--- config.mk ---
export PLATFORM = sky130hd
export DESIGN_NAME = if_prefetch_queue
export DESIGN_NICKNAME = d
export VERILOG_FILES = /design/src/rtl/if_prefetch_queue.sv
export SDC_FILE = /design/constraint.sdc
export NUM_CORES = 1
export LEC_CHECK = 0
export ABC_AREA = 1
export BUFFER_PORTS_ARGS = -buffer_cell sky130_fd_sc_hd__buf_2
export CAP_MARGIN = 25
export CORE_ASPECT_RATIO = 1.25
export CORE_MARGIN = 4
export CORE_UTILIZATION = 56
export DETAILED_ROUTE_END_ITERATION = 8
export PLACE_DENSITY = 0.8
export REMOVE_ABC_BUFFERS = 1
export SYNTH_ARGS = -nofsm -noshare
export SYNTH_HDL_FRONTEND = slang
export SYNTH_SLANG_ARGS = --single-unit
--- constraint.sdc ---
create_clock -name clk -period 6.4 [get_ports clk]
set_clock_uncertainty 0.05 [all_clocks]
set_input_delay 0.64 -clock clk [delete_from_list [all_inputs] [get_ports clk]]
set_output_delay 0.64 -clock clk [all_outputs]
set_load 0.05 [all_outputs]
--- src/rtl/if_prefetch_queue.sv ---
// Instruction prefetch queue between the synchronous instruction ROM and ID.
// Fetches sequential PCs ahead of decode, stores {pc, instr} pairs in a small
// circular buffer and presents the oldest one over a valid/ready handshake.
// A flush from EX discards the queue and any in-flight ROM response and
// redirects fetch to the (word-aligned) branch target.
//
// Ports:
//   clk        rising-edge clock
//   reset      asynchronous reset, active-low
//   flush      branch taken in EX; redirect fetch
//   flush_pc   branch target from EX
//   im_addr    ROM address (current fetch PC)
//   im_req     a fetch issues at this clock edge
//   im_dout    ROM data, valid the cycle after the address
//   out_valid  queue head valid
//   out_ready  ID accepts the head
//   out_instr  head instruction (0 when empty)
//   out_pc     head PC (0 when empty)
//   count      current occupancy
module if_prefetch_queue #(
    parameter int unsigned DEPTH    = 4,
    parameter logic [63:0] RESET_PC = 64'h0
) (
    input  logic                     clk,
    input  logic                     reset,
    input  logic                     flush,
    input  logic [63:0]              flush_pc,
    output logic [63:0]              im_addr,
    output logic                     im_req,
    input  logic [31:0]              im_dout,
    output logic                     out_valid,
    input  logic                     out_ready,
    output logic [31:0]              out_instr,
    output logic [63:0]              out_pc,
    output logic [$clog2(DEPTH):0]   count
);

    localparam int unsigned PW = $clog2(DEPTH);
    localparam int unsigned CW = PW + 1;

    typedef struct packed {
        logic [63:0] pc;
        logic [31:0] instr;
    } entry_t;

    entry_t          mem_q [DEPTH];

    logic [63:0]     fetch_pc_q, fetch_pc_d;
    logic            pending_q,  pending_d;
    logic [63:0]     pend_pc_q,  pend_pc_d;
    logic [CW-1:0]   count_q,    count_d;
    logic [PW-1:0]   wr_ptr_q,   wr_ptr_d;
    logic [PW-1:0]   rd_ptr_q,   rd_ptr_d;

    logic [CW:0]     occupancy;
    logic            push;
    logic            pop;
    entry_t          head;

    // Issue only when every queued and in-flight instruction has a slot;
    // a same-cycle pop is deliberately not credited.
    always_comb begin
        occupancy = {1'b0, count_q} + {{CW{1'b0}}, pending_q};
        im_req    = reset && !flush && (occupancy < (CW+1)'(DEPTH));
        push      = pending_q && !flush;
        pop       = out_valid && out_ready && !flush;
    end

    // Next-state: flush overrides issue, push and pop.
    always_comb begin
        fetch_pc_d = fetch_pc_q;
        pending_d  = pending_q;
        pend_pc_d  = pend_pc_q;
        count_d    = count_q;
        wr_ptr_d   = wr_ptr_q;
        rd_ptr_d   = rd_ptr_q;
        if (flush) begin
            fetch_pc_d = flush_pc & ~64'h3;
            pending_d  = 1'b0;
            count_d    = '0;
            wr_ptr_d   = '0;
            rd_ptr_d   = '0;
        end else begin
            if (im_req) begin
                pending_d  = 1'b1;
                pend_pc_d  = fetch_pc_q;
                fetch_pc_d = fetch_pc_q + 64'd4;
            end else begin
                // Hold the address; the ROM re-reads it and the result is ignored.
                pending_d  = 1'b0;
            end
            if (push) begin
                wr_ptr_d = wr_ptr_q + PW'(1);
            end
            if (pop) begin
                rd_ptr_d = rd_ptr_q + PW'(1);
            end
            count_d = count_q + CW'(push) - CW'(pop);
        end
    end

    // Control state.
    always_ff @(posedge clk or negedge reset) begin
        if (!reset) begin
            fetch_pc_q <= RESET_PC;
            pending_q  <= 1'b0;
            pend_pc_q  <= 64'h0;
            count_q    <= '0;
            wr_ptr_q   <= '0;
            rd_ptr_q   <= '0;
        end else begin
            fetch_pc_q <= fetch_pc_d;
            pending_q  <= pending_d;
            pend_pc_q  <= pend_pc_d;
            count_q    <= count_d;
            wr_ptr_q   <= wr_ptr_d;
            rd_ptr_q   <= rd_ptr_d;
        end
    end

    // Entry storage; contents are don't-care until written, so no reset.
    always_ff @(posedge clk) begin
        if (push) begin
            mem_q[wr_ptr_q] <= '{pc: pend_pc_q, instr: im_dout};
        end
    end

    // Head presentation, forced to zero while empty.
    always_comb begin
        head      = mem_q[rd_ptr_q];
        out_valid = (count_q != '0);
        out_instr = out_valid ? head.instr : 32'h0;
        out_pc    = out_valid ? head.pc    : 64'h0;
        im_addr   = fetch_pc_q;
        count     = count_q;
    end

endmodule

* Word level (Yosys, flattened, before mapping)
Memory sizes are Yosys's and may differ from the RTL's. Index checks and enable logic that the tools add are counted.
Operators by class: order comparisons 1, muxes and demuxes 13, bitwise logic cells 1, add/subtract/negate cells 6, reduce and logical (&&, ||, !) cells 11
Operators by type and width (number):
- two-way mux 64 bit | 3
- adder 64 x 3 -> 64 bit, second input constant | 1
- two-way mux 32 bit | 1
- two-way mux 2 bit | 4
- nonzero test 2 bit | 3
- logical AND 1 bit | 5
- adder 2 x 1 -> 2 bit, second input constant | 2
- adder 3 x 1 -> 4 bit | 1
- < comparator 4 x 3 -> 1 bit, second input constant | 1
- two-way mux 1 bit | 4
- adder 3 x 1 -> 3 bit | 1
- two-way mux 3 bit | 1
- nonzero test 3 bit | 1
- subtractor 3 x 1 -> 3 bit | 1
- AND reduction 2 bit | 1
- zero test 1 bit | 1
- inverter 1 bit | 1
Word-level totals: word-level logic and storage cells 39, memories 1, output and inout port bits 165, flip-flop bits (word level) 136, memory bits (writable) 384
Memory list:
- mem_q | depth 4, width 96, read ports 1, clocked after memory_dff 0, wr ports 1, RTL line 46 | entry_t mem_q [DEPTH];

* Logic depth before layout (Yosys ltp)
word-level depth 5, depth in mapped cells 10, mapped depth without buffers 10

* Least setup slack after synthesis
OpenSTA, ideal clock, no wires.
path type input-to-reg, from input port flush, to memory mem_q[0][0] (netlist bit), enable pin, required time 5.802 ns, cell stages on the path 3, slack 1.007 ns, arrival 4.796 ns, cells stage by stage inv_2 -> nand2_1 -> nor2_1
Between the ends: longest elaborated chain between the ends 4
Ends and longest elaborated chain:
- start, declared | RTL line 26 | input logic flush,
- zero test 1 bit | RTL line 65 | push = pending_q && !flush;
- logical AND 1 bit | RTL line 65
- two-way mux 1 bit | RTL line 123 | if (push) begin
- two-way mux 1 bit (not written as such) | RTL line 124 | mem_q[wr_ptr_q] <= '{pc: pend_pc_q, instr: im_dout};
- end, declared | RTL line 46
No other way between the ends.

* Worst setup path after layout
from register rd_ptr_q[0], to output port out_pc[10]
Between the ends: longest elaborated chain between the ends 2
Ends and longest elaborated chain:
- start, declared | RTL line 53 | logic [PW-1:0] rd_ptr_q, rd_ptr_d;
- start signal, assigned | RTL line 117 | rd_ptr_q <= rd_ptr_d;
- memory read (4 x 96 bit)
- two-way mux 64 bit | RTL line 133 | out_pc = out_valid ? head.pc : 64'h0;
- end, declared | RTL line 34 | output logic [63:0] out_pc,
No other way between the ends.

==> flow_summary.ini <==
[clocking]
max-clock-path-buffers = 3
post-cts-setup-buffers = 0
insertion_delay_ns = 0.57
cts.sinks = 508
clk_pin_slew_ns = 0.06
cts_tree = built
cts.root.buffer_cell = clkbuf_16
tritoncts.num_buffers = 47
cts.htree.levels = 2
cts-resized-gates = 0
cts-hold-fix-buffers = 0

[worst_setup_path]
setup.worst_path.start_class = flip-flop
critical_path_buf_inv_count = 3
worst_path_max_delay_cell = dfrtp_4
critPathCaptureType = output port
crit_cells = 7
worst-path-max-fanout = 77
timing.setup.critical_path_class = flip-flop to output port
crit_path_max_incr_delay_ns = 0.77
worst-endpoint-required_ns = 5.71
reg2reg_depth = 10
cp-startpoint = rd_ptr_q[0]
crit_end = out_pc[10]
critical_path.reg2reg.endpoint = im_addr[33]
path_delay_family = buffers and inverters
r2r-start = count[1]
setup.reg_to_reg.worst_slack_ns = 3.39
timing.critical_path.cells = buf_4 -> buf_4 -> nor2_1 -> nor2_1 -> o21ai_0 -> a21oi_1 -> buf_2
worstPathArrival_ns = 3.93

[floorplanning]
placement_rows = 80
start_util_pct = 57.2
die_width_um = 185
die_h_um = 230
floorplan.io_pins = 265
core_area_um2 = 38400
die-area_um2 = 42500

[power]
cellPowerDensity_nw_per_um2 = 423
vdd_drop_max_uv = 292
static-leakage-power_nw = 10.3
power.total_w = 0.0107

[logic_synthesis]
post_synth_most_frequent_cells = 495 x nor2_1, 390 x nand2_1, 376 x edfxtp_1
dominantRegCellSynth = edfxtp_1
synth_area_per_cell_um2 = 9.99
yosysMostFrequentCell = nor2_1
part_of_the_yosys_area_used_for_sequential_elements_pct = 66.4
synth_edf_count = 376
number_of_distinct_library_cell_variants_in_the_gate_level_netlist_after_synthesis = 30
synthesis.yosys.warnings = 0
top_cells_by_area_in_the_synthesized_netlist = edfxtp_1 51%, dfrtp_1 15%, nor2_1 8.5%, nand2_1 6.7%, o21ai_0 6.4%
asyncSetResetFlopFracSynth_pct = 26.0
synth_top_cell_area_share_pct = 51.4
synthCells = 2200
netlist.top_cell.by_area = edfxtp_1
ffs_latches_synth = 508
synth_area_um2 = 22000

[route]
first_iter_violations = 1645
route.antenna.remaining_nets = 0
drt-wirelength-per-cell_um = 20.4
wirelength_um = 60200
routed-via-count = 16900
drt_drc_violations_left = 0
avgViaCountPerCell = 5.72
drt_first_pass_iters = 6

[sta]
maxClockFrequency_ghz = 0.216
worstMarginPinSlew_ns = 1.07
maxSlewHeadroom_pct = 28.4
count_of_endpoints_failing_hold_in_the_final_timing_report = 0
min_period_ns = 4.62
timing.final.crit_share_pct = 72.2
finalMaxSlewViolations = 0
setup_viol_count_final = 0
rsz_0062_raised_after_global_routing = false

[place]
port_buffers = 258
place.gp.congestion = 0.960
postPlaceCellArea_um2 = 23700
post-dp-hpwl_um = 38100

[status]
status = completed

[hold_path]
hold_class = input pin to asynchronous set/reset pin

[layout]
insertedDiodeCount = 0
area_growth_pct = 15.4
final-seq-area_um2 = 14600
multi_input_gate_area_in_the_final_layout_um2 = 6450
num-nets-final = 2528
fillCellCount = 2965
proportion_of_layout_cells_with_a_drive_suffix_above_1_pct = 15.8
final_area_um2 = 25400

[grt]
grt_antenna_before_repair = 0
global_route_wire_length_before_repair_um = 92000
gr-total-overflow = 0
gr-usage-all-layers_pct = 27.8
via_count_of_the_first_global_routing_pass = 16800
maximum_number_of_pins_on_one_net_before_global_route_repair = 94

[run]
max_cap_viol_count = 0
## registers in the layout, summed over array words and instances (netlist names)
register and flops:
im_addr 62, count 3, rd_ptr_q 2, pend_pc_q 62
wr_ptr_q 2, pending_q 1, mem_q 376
## per-layer routing
| layer | up-vias | GRT usage, % | share of wire, % |
|---|---|---|---|
| li1 | 7798 | - | - |
| met1 | 8118 | 35.1 | 38 |
| met2 | 796 | 48.3 | 51 |
| met3 | 151 | 4.17 | 7.7 |
| met4 | 0 | 10.8 | 3.8 |
| met5 | - | 0 | 0 |
## layout make-up
| cell class | instances | share of cell area [%] |
|---|---|---|
| Sequential cell | 508 | 57.6 |
| Multi-Input combinational cell | 1448 | 25.4 |
| Timing Repair Buffer | 275 | 5.82 |
| Clock buffer | 68 | 5.44 |
| Tap cell | 492 | 2.43 |
| Inverter | 139 | 2.07 |
| Clock inverter | 20 | 1.23 |
## worst min path at each step
stage / slack [ns] / cells past startpoint / startpoint / end
after CTS: 0.12 / 1 / reset / pend_pc_q[59]
after global placement: 0.43 / 0 / pend_pc_q[4] / mem_q[0][36]
final: 0.08 / 1 / reset / rd_ptr_q[1]
after global routing: 0.14 / 1 / reset / im_addr[28]
after floorplan: 0.29 / 0 / reset / count[0]
after detailed placement: 0.44 / 0 / pend_pc_q[5] / mem_q[0][37]
## report_power, final
part	leakage (nW)	internal, W	switching (W)
combinational	4.42	0.000683	0.00260
sequential	5.04	0.00403	0.000402
clock	0.832	0.00182	0.00119
## through the flow
step	setup slack, ns	hold WS, ns	setup TNS [ns]	std cells	util (%)
detailed placement	2.45	0.445	0	2862	61.6
global route	1.53	0.136	0	2950	66.0
CTS	1.84	0.122	0	2950	66.0
global placement	2.51	0.433	0	2862	61.6
finish	1.78	0.0845	0	2950	66.0
floorplan	-0.247	0.294	-23.25	2095	-
## worst register-to-register path, delay by kind of cell, from the launching register on
kind | cells | cell delay [ns]
adder cells (fa/ha/maj) | 1 | 0.23
buffers and inverters | 2 | 0.62
flip-flops | 1 | 0.45
AND/OR/NAND/NOR | 7 | 1.52
## cell families (layout without fill, tap and decap cells)
logic type	count (synthesis)	count (layout)	share of synthesized area, %
adder cells (fa/ha/maj)	9	9	0.547
buffers and inverters	247	502	4.49
AND/OR/NAND/NOR	996	996	18.1
AO/OA/AOI/OAI	421	421	9.78
other	1	4	0.0171
XOR/XNOR	18	18	0.717
flip-flops	508	508	66.4
## layout by cell type, fill, tap and decap left out, drive strengths merged
cell type and count:
fa 1, bufinv 8, edfxtp 376, o211ai 17, conb 4, nor2 506, clkinv 12, buf 275
nand4 7, inv 139, nand3 75, a21oi 98, o21ai 306, nand3b 1, xor2 16, nor3 3
clkbuf 68, nand2 404, dfrtp 132, xnor2 2, ha 8
Power figures use the tool's default switching activity.
